<file path="config.mk">
export PLATFORM = sky130hd
export DESIGN_NAME = uart_tx_ctl
export DESIGN_NICKNAME = d
export VERILOG_FILES = /design/src/rtl/uart_pkg.sv /design/src/rtl/uart_baud_gen.sv /design/src/rtl/uart_tx_ctl.sv
export SDC_FILE = /design/constraint.sdc
export NUM_CORES = 1
export LEC_CHECK = 0
export CAP_MARGIN = 10
export CORE_MARGIN = 3
export CORE_UTILIZATION = 55
export DETAILED_ROUTE_END_ITERATION = 7
export GPL_ROUTABILITY_DRIVEN = 0
export GPL_TIMING_DRIVEN = 1
export PLACE_DENSITY = 0.78
export SKIP_CTS_REPAIR_TIMING = 1
export SLEW_MARGIN = 20
export SYNTH_ARGS = -nofsm -noshare
export SYNTH_HDL_FRONTEND = slang
export SYNTH_SLANG_ARGS = --single-unit
export TNS_END_PERCENT = 1
</file>
<file path="constraint.sdc">
create_clock -name clk_tx -period 2.05 [get_ports clk_tx]
set_input_delay 0.41 -clock clk_tx [delete_from_list [all_inputs] [get_ports clk_tx]]
set_output_delay 0.41 -clock clk_tx [all_outputs]
set_load 0.01 [all_outputs]
</file>
<file path="src/rtl/uart_pkg.sv">
// Shared definitions for the UART transmit path: the transmitter state
// encoding plus helpers that derive the baud divider and the width of the
// baud counter from the clock and line rates.
package uart_pkg;

    typedef enum logic [2:0] {
        ST_IDLE   = 3'd0,
        ST_START  = 3'd1,
        ST_DATA   = 3'd2,
        ST_PARITY = 3'd3,
        ST_STOP   = 3'd4
    } txState_t;

    // Clock cycles per bit, truncated toward zero.
    function automatic int calcBaudDiv(input int clockRate, input int baudRate);
        return clockRate / baudRate;
    endfunction

    // Smallest width able to hold the values 0..maxCount-1 (never below 1).
    function automatic int cntWidth(input int maxCount);
        int w;
        w = 1;
        for (int i = 0; i < 31; i++) begin
            if ((1 << w) < maxCount) begin
                w = w + 1;
            end
        end
        return w;
    endfunction

endpackage

</file>
<file path="src/rtl/uart_baud_gen.sv">
// Baud tick generator: counts 0..BAUD_DIV-1 and flags the final cycle of
// each bit period. A synchronous clear holds the count at zero so a new
// frame always starts on a full-length bit.
module uart_baud_gen #(
    parameter int BAUD_DIV = 10,
    parameter int CNT_W    = 4
) (
    input  logic i_clk,
    input  logic i_rst_n,
    input  logic i_clear,
    output logic o_bitEnd
);

    localparam logic [CNT_W-1:0] LAST_CNT = CNT_W'(BAUD_DIV - 1);

    logic [CNT_W-1:0] r_cnt;

    // Bit-period counter; wraps on the last cycle of every bit so bits chain without a gap.
    always_ff @(posedge i_clk or negedge i_rst_n) begin
        if (!i_rst_n) begin
            r_cnt <= '0;
        end else if (i_clear || (r_cnt == LAST_CNT)) begin
            r_cnt <= '0;
        end else begin
            r_cnt <= r_cnt + 1'b1;
        end
    end

    assign o_bitEnd = (r_cnt == LAST_CNT);

endmodule

</file>
<file path="src/rtl/uart_tx_ctl.sv">
// UART transmit controller: accepts characters over a valid/ack handshake
// and serialises them LSB first as 8N1 frames on txd_tx. Defining
// UART_TX_PARITY_EN inserts an even-parity bit after the data (8E1).
// Every output comes straight from a flop; next values are decoded from
// the next state so the line changes on the same edge the state does.
module uart_tx_ctl
    import uart_pkg::*;
#(
    parameter int CLOCK_RATE = 50_000_000,
    parameter int BAUD_RATE  = 115_200
) (
    input  logic       clk_tx,
    input  logic       rst_clk_tx_n,
    input  logic [7:0] tx_data,
    input  logic       tx_data_vld,
    output logic       tx_data_ack,
    output logic       tx_busy,
    output logic       txd_tx
);

    localparam int BAUD_DIV = calcBaudDiv(CLOCK_RATE, BAUD_RATE);
    localparam int CNT_W    = cntWidth(BAUD_DIV);

    if (BAUD_DIV < 2) begin : gBaudCheck
        $error("uart_tx_ctl: BAUD_DIV must be at least 2");
    end

    txState_t   r_state;
    txState_t   w_stateNext;
    logic [7:0] r_shift;
    logic [7:0] w_shiftNext;
    logic [2:0] r_bitIdx;
    logic [2:0] w_bitIdxNext;
    logic       r_txd;
    logic       w_txdNext;
    logic       r_ack;
    logic       r_busy;
    logic       w_accept;
    logic       w_bitEnd;
    logic       w_cntClear;
`ifdef UART_TX_PARITY_EN
    logic       r_parity;
    logic       w_parityNext;
`endif

    // The counter idles at zero so the accepting edge starts the start bit on count 0.
    assign w_cntClear = (r_state == ST_IDLE);

    uart_baud_gen #(
        .BAUD_DIV (BAUD_DIV),
        .CNT_W    (CNT_W)
    ) u_baudGen (
        .i_clk    (clk_tx),
        .i_rst_n  (rst_clk_tx_n),
        .i_clear  (w_cntClear),
        .o_bitEnd (w_bitEnd)
    );

    // A character is taken when idle, or on the last stop-bit cycle for back-to-back frames.
    assign w_accept = tx_data_vld &&
                      ((r_state == ST_IDLE) || ((r_state == ST_STOP) && w_bitEnd));

    // Next-state, shift register and bit index decode; line level follows from the next state.
    always_comb begin
        w_stateNext  = r_state;
        w_shiftNext  = r_shift;
        w_bitIdxNext = r_bitIdx;
        w_txdNext    = 1'b1;
`ifdef UART_TX_PARITY_EN
        w_parityNext = r_parity;
`endif

        case (r_state)
            ST_IDLE: begin
                w_stateNext = ST_IDLE;
            end
            ST_START: begin
                if (w_bitEnd) begin
                    w_stateNext = ST_DATA;
                end
            end
            ST_DATA: begin
                if (w_bitEnd) begin
                    w_shiftNext = {1'b0, r_shift[7:1]};
                    if (r_bitIdx == 3'd7) begin
                        w_bitIdxNext = 3'd0;
`ifdef UART_TX_PARITY_EN
                        w_stateNext  = ST_PARITY;
`else
                        w_stateNext  = ST_STOP;
`endif
                    end else begin
                        w_bitIdxNext = r_bitIdx + 3'd1;
                    end
                end
            end
`ifdef UART_TX_PARITY_EN
            ST_PARITY: begin
                if (w_bitEnd) begin
                    w_stateNext = ST_STOP;
                end
            end
`endif
            ST_STOP: begin
                if (w_bitEnd) begin
                    w_stateNext = ST_IDLE;
                end
            end
            default: begin
                w_stateNext = ST_IDLE;
            end
        endcase

        if (w_accept) begin
            w_stateNext  = ST_START;
            w_shiftNext  = tx_data;
            w_bitIdxNext = 3'd0;
`ifdef UART_TX_PARITY_EN
            w_parityNext = ^tx_data;
`endif
        end

        case (w_stateNext)
            ST_START:  w_txdNext = 1'b0;
            ST_DATA:   w_txdNext = w_shiftNext[0];
`ifdef UART_TX_PARITY_EN
            ST_PARITY: w_txdNext = w_parityNext;
`endif
            default:   w_txdNext = 1'b1;
        endcase
    end

    // State and registered outputs; reset aborts any frame and returns the line high at once.
    always_ff @(posedge clk_tx or negedge rst_clk_tx_n) begin
        if (!rst_clk_tx_n) begin
            r_state  <= ST_IDLE;
            r_shift  <= 8'd0;
            r_bitIdx <= 3'd0;
            r_txd    <= 1'b1;
            r_ack    <= 1'b0;
            r_busy   <= 1'b0;
        end else begin
            r_state  <= w_stateNext;
            r_shift  <= w_shiftNext;
            r_bitIdx <= w_bitIdxNext;
            r_txd    <= w_txdNext;
            r_ack    <= w_accept;
            r_busy   <= (w_stateNext != ST_IDLE);
        end
    end

`ifdef UART_TX_PARITY_EN
    // Even parity of the captured character, held for the parity bit.
    always_ff @(posedge clk_tx or negedge rst_clk_tx_n) begin
        if (!rst_clk_tx_n) begin
            r_parity <= 1'b0;
        end else begin
            r_parity <= w_parityNext;
        end
    end
`endif

    assign txd_tx      = r_txd;
    assign tx_data_ack = r_ack;
    assign tx_busy     = r_busy;

endmodule

</file>
==> impl_metrics.yaml <==
run_status:
  status: "finished clean"
timing:
  period_share: 0.869
  rsz0062_at_grt: "no"
  hold_slack_ns: 0.434
  fin_crit_ns: 1.78
  fmax_ghz: 0.561
  setup_ws_ns: 0.268
  relSlewSlack: 0.748
  final.setup_skew_ns: 0.00911
  finalSetupTns_ns: 0
  hold_viol: 0
  finalSetupViolations: 0
  finalMaxSlewViolations: 0
  worst_slew_pin_slew_ns: 0.376
clock_tree:
  clock_path_buffers: 2
  cts-root-buf: "clkbuf_4"
  clock-sinks: 26
  clk_latency_ns: 0.32
  clk_pin_slew_worst_paths_ns: 0.13
  cts-htree-levels: 1
  cts_buffers: 3
  cts_tree: "yes"
setup_path:
  path_cells: "clkdlybuf4s50_1"
  cp-end-kind: "output port"
  cp_max_fo: 1
  critPathTopFamily: "flip-flops"
  critical_path_class: "flip-flop to output port"
  arrival_ns: 1.37
  crit_buf_inv: 1
  critPathMaxStageDelay_ns: 0.54
  critPathSlowestCell: "dfstp_2"
  critical_path.startpoint_type: "flip-flop"
  worstPathRequired_ns: 1.64
job:
  cap_violations: 0
grt:
  antenna_found_initial: 0
  grt_pass1_vias: 893
  grt_max_degree: 27
  grt_usage: 0.183
  grt-ovfl-total: 0
  grt_pass1_wl_mm: 3.87
layout:
  layout_common_cells: "25 x dfrtp_1, 13 x clkdlybuf4s50_1, 12 x nor2_1, 7 x a21oi_1"
  fill_cells: 167
  finalCoreUtilization: 0.681
  drive_gt1_frac: 0.108
  final_area_sq_mm: 0.00152
  diodes: 0
  stdcell_count: 167
  layout_commonest_cell: "dfrtp_1"
  nets: 155
  regArea_sq_um: 652
  syn2layout_area_growth_pct: 16.3
  multiInputGateArea_sq_um: 624
synth:
  syn_nets: 135
  syn_area_sq_mm: 0.00131
  yosysSeqAreaShare: 0.499
  yosys.cell_types.count: 40
  synthArstFlopShare: 1.00
  synth_cells: 120
  ys_seq_elements: 26
  syn_avg_cell_area_sq_um: 10.9
  synth_edf_count: 0
  ys.flop_type: "dfrtp_1"
  yosysWarnings: 0
power:
  p_int_mw: 0.608
  sw_frac_of_total: 0.205
  power_density_mw_per_mm2: 503
  power.leakage_nw: 0.647
  combPwrFrac: 0.042
  ir_drop_mv: 0.328
  finalPower_mw: 0.765
  switching_power_mw: 0.157
  power_frac_clock: 0.287
  sequentialPowerShare: 0.671
placed_design:
  dp_cells: 163
  place.detailed.hpwl_mm: 1.79
  portBuffers: 13
  dp_worst_setup_slack_ns: 0.206
  placed_area_sq_mm: 0.00149
drt:
  drc_errors: 0
  vias: 963
  drt_pass1_iterations: 4
  wire_per_inst_um: 14.3
  dr.first_iter.drc_count: 13
  antenna_left: 0
  wl_mm: 2.40
  vias_per_cell: 5.77
die:
  dieArea_sq_mm: 0.00300
  core_region_area_sq_mm: 0.00223
  initial_core_util: 0.585
  die_h_um: 54.8
  rows: 17
  die_w_um: 54.8
  ios: 14
worst_hold_path:
  hold_class: "input pin to async pin"
==> cell families after synthesis <==
family          count (synthesis)  synth area share
flops                          26             0.499
simple gates                   51             0.249
xor+xnor                        6            0.0402
fa+ha+maj                       4            0.0383
buf+inv                         6            0.0239
mux                             2            0.0153
compound gates                 25             0.135
==> final timing paths <==
kind,start,endpoint,slack (ns),cells past startpoint
max,txd_tx,txd_tx,0.27,1
min,rst_clk_tx_n,u_baudGen.r_cnt[4],0.43,2
max reg2reg,u_baudGen.r_cnt[1],r_shift[4],0.33,6
min reg2reg,r_state[0],r_state[2],0.49,1
max in group asynchronous,rst_clk_tx_n,txd_tx,1.31,2
min in group clk_tx,r_state[0],r_state[2],0.49,1
==> routing by layer <==
layer,track usage,routed length [um],vias to the layer above
li1,-,-,478
met1,0.245,1140,456
met4,0.0996,70,0
met2,0.274,1090,22
met5,0,0,-
met3,0.0381,101,7
==> synth_stat cells (2+ instances only) <==
master    instances  share of area
nor3_1            3          0.011
and3_1            6          0.029
xor2_1            3          0.020
nand3b_1          2          0.011
a221o_1           6          0.046
nor2_1           12          0.034
or3_1             3          0.014
a21oi_1           7          0.027
nand3_1           3          0.011
nand2_1           5          0.014
mux2i_1           2          0.015
clkbuf_1          2         0.0057
dfrtp_1          25           0.48
ha_1              4          0.038
xnor2_1           3          0.020
nand2b_1          6          0.029
o21ai_1           4          0.015
a21o_1            2          0.011
==> power groups by stage <==
stage / clock, mW / sequential, mW / combinational [mW]
6_report: 0.220 / 0.513 / 0.0322
5_1_grt: 0.247 / 0.513 / 0.0351
4_1_cts: 0.230 / 0.513 / 0.0332
3_5_place_dp: 0 / 0.523 / 0.0328
3_3_place_gp: 0 / 0.523 / 0.0325
2_1_floorplan: 0 / 0.523 / 0.00110
==> state kept, by name (all words and copies together), names as in the netlist <==
register / count
txd_tx: 1
r_state: 3
r_shift: 8
u_baudGen.r_cnt: 9
r_bitIdx: 3
tx_data_ack: 1
tx_busy: 1
==> final cells by class <==
cell class                 instances  area share
multi-input combinational         88       0.411
sequential                        26       0.429
tap                               28      0.0230
clock buffer                       4      0.0173
inverter                           2     0.00494
timing repair buffer              19       0.115
(Power assumes the default switching activity.)
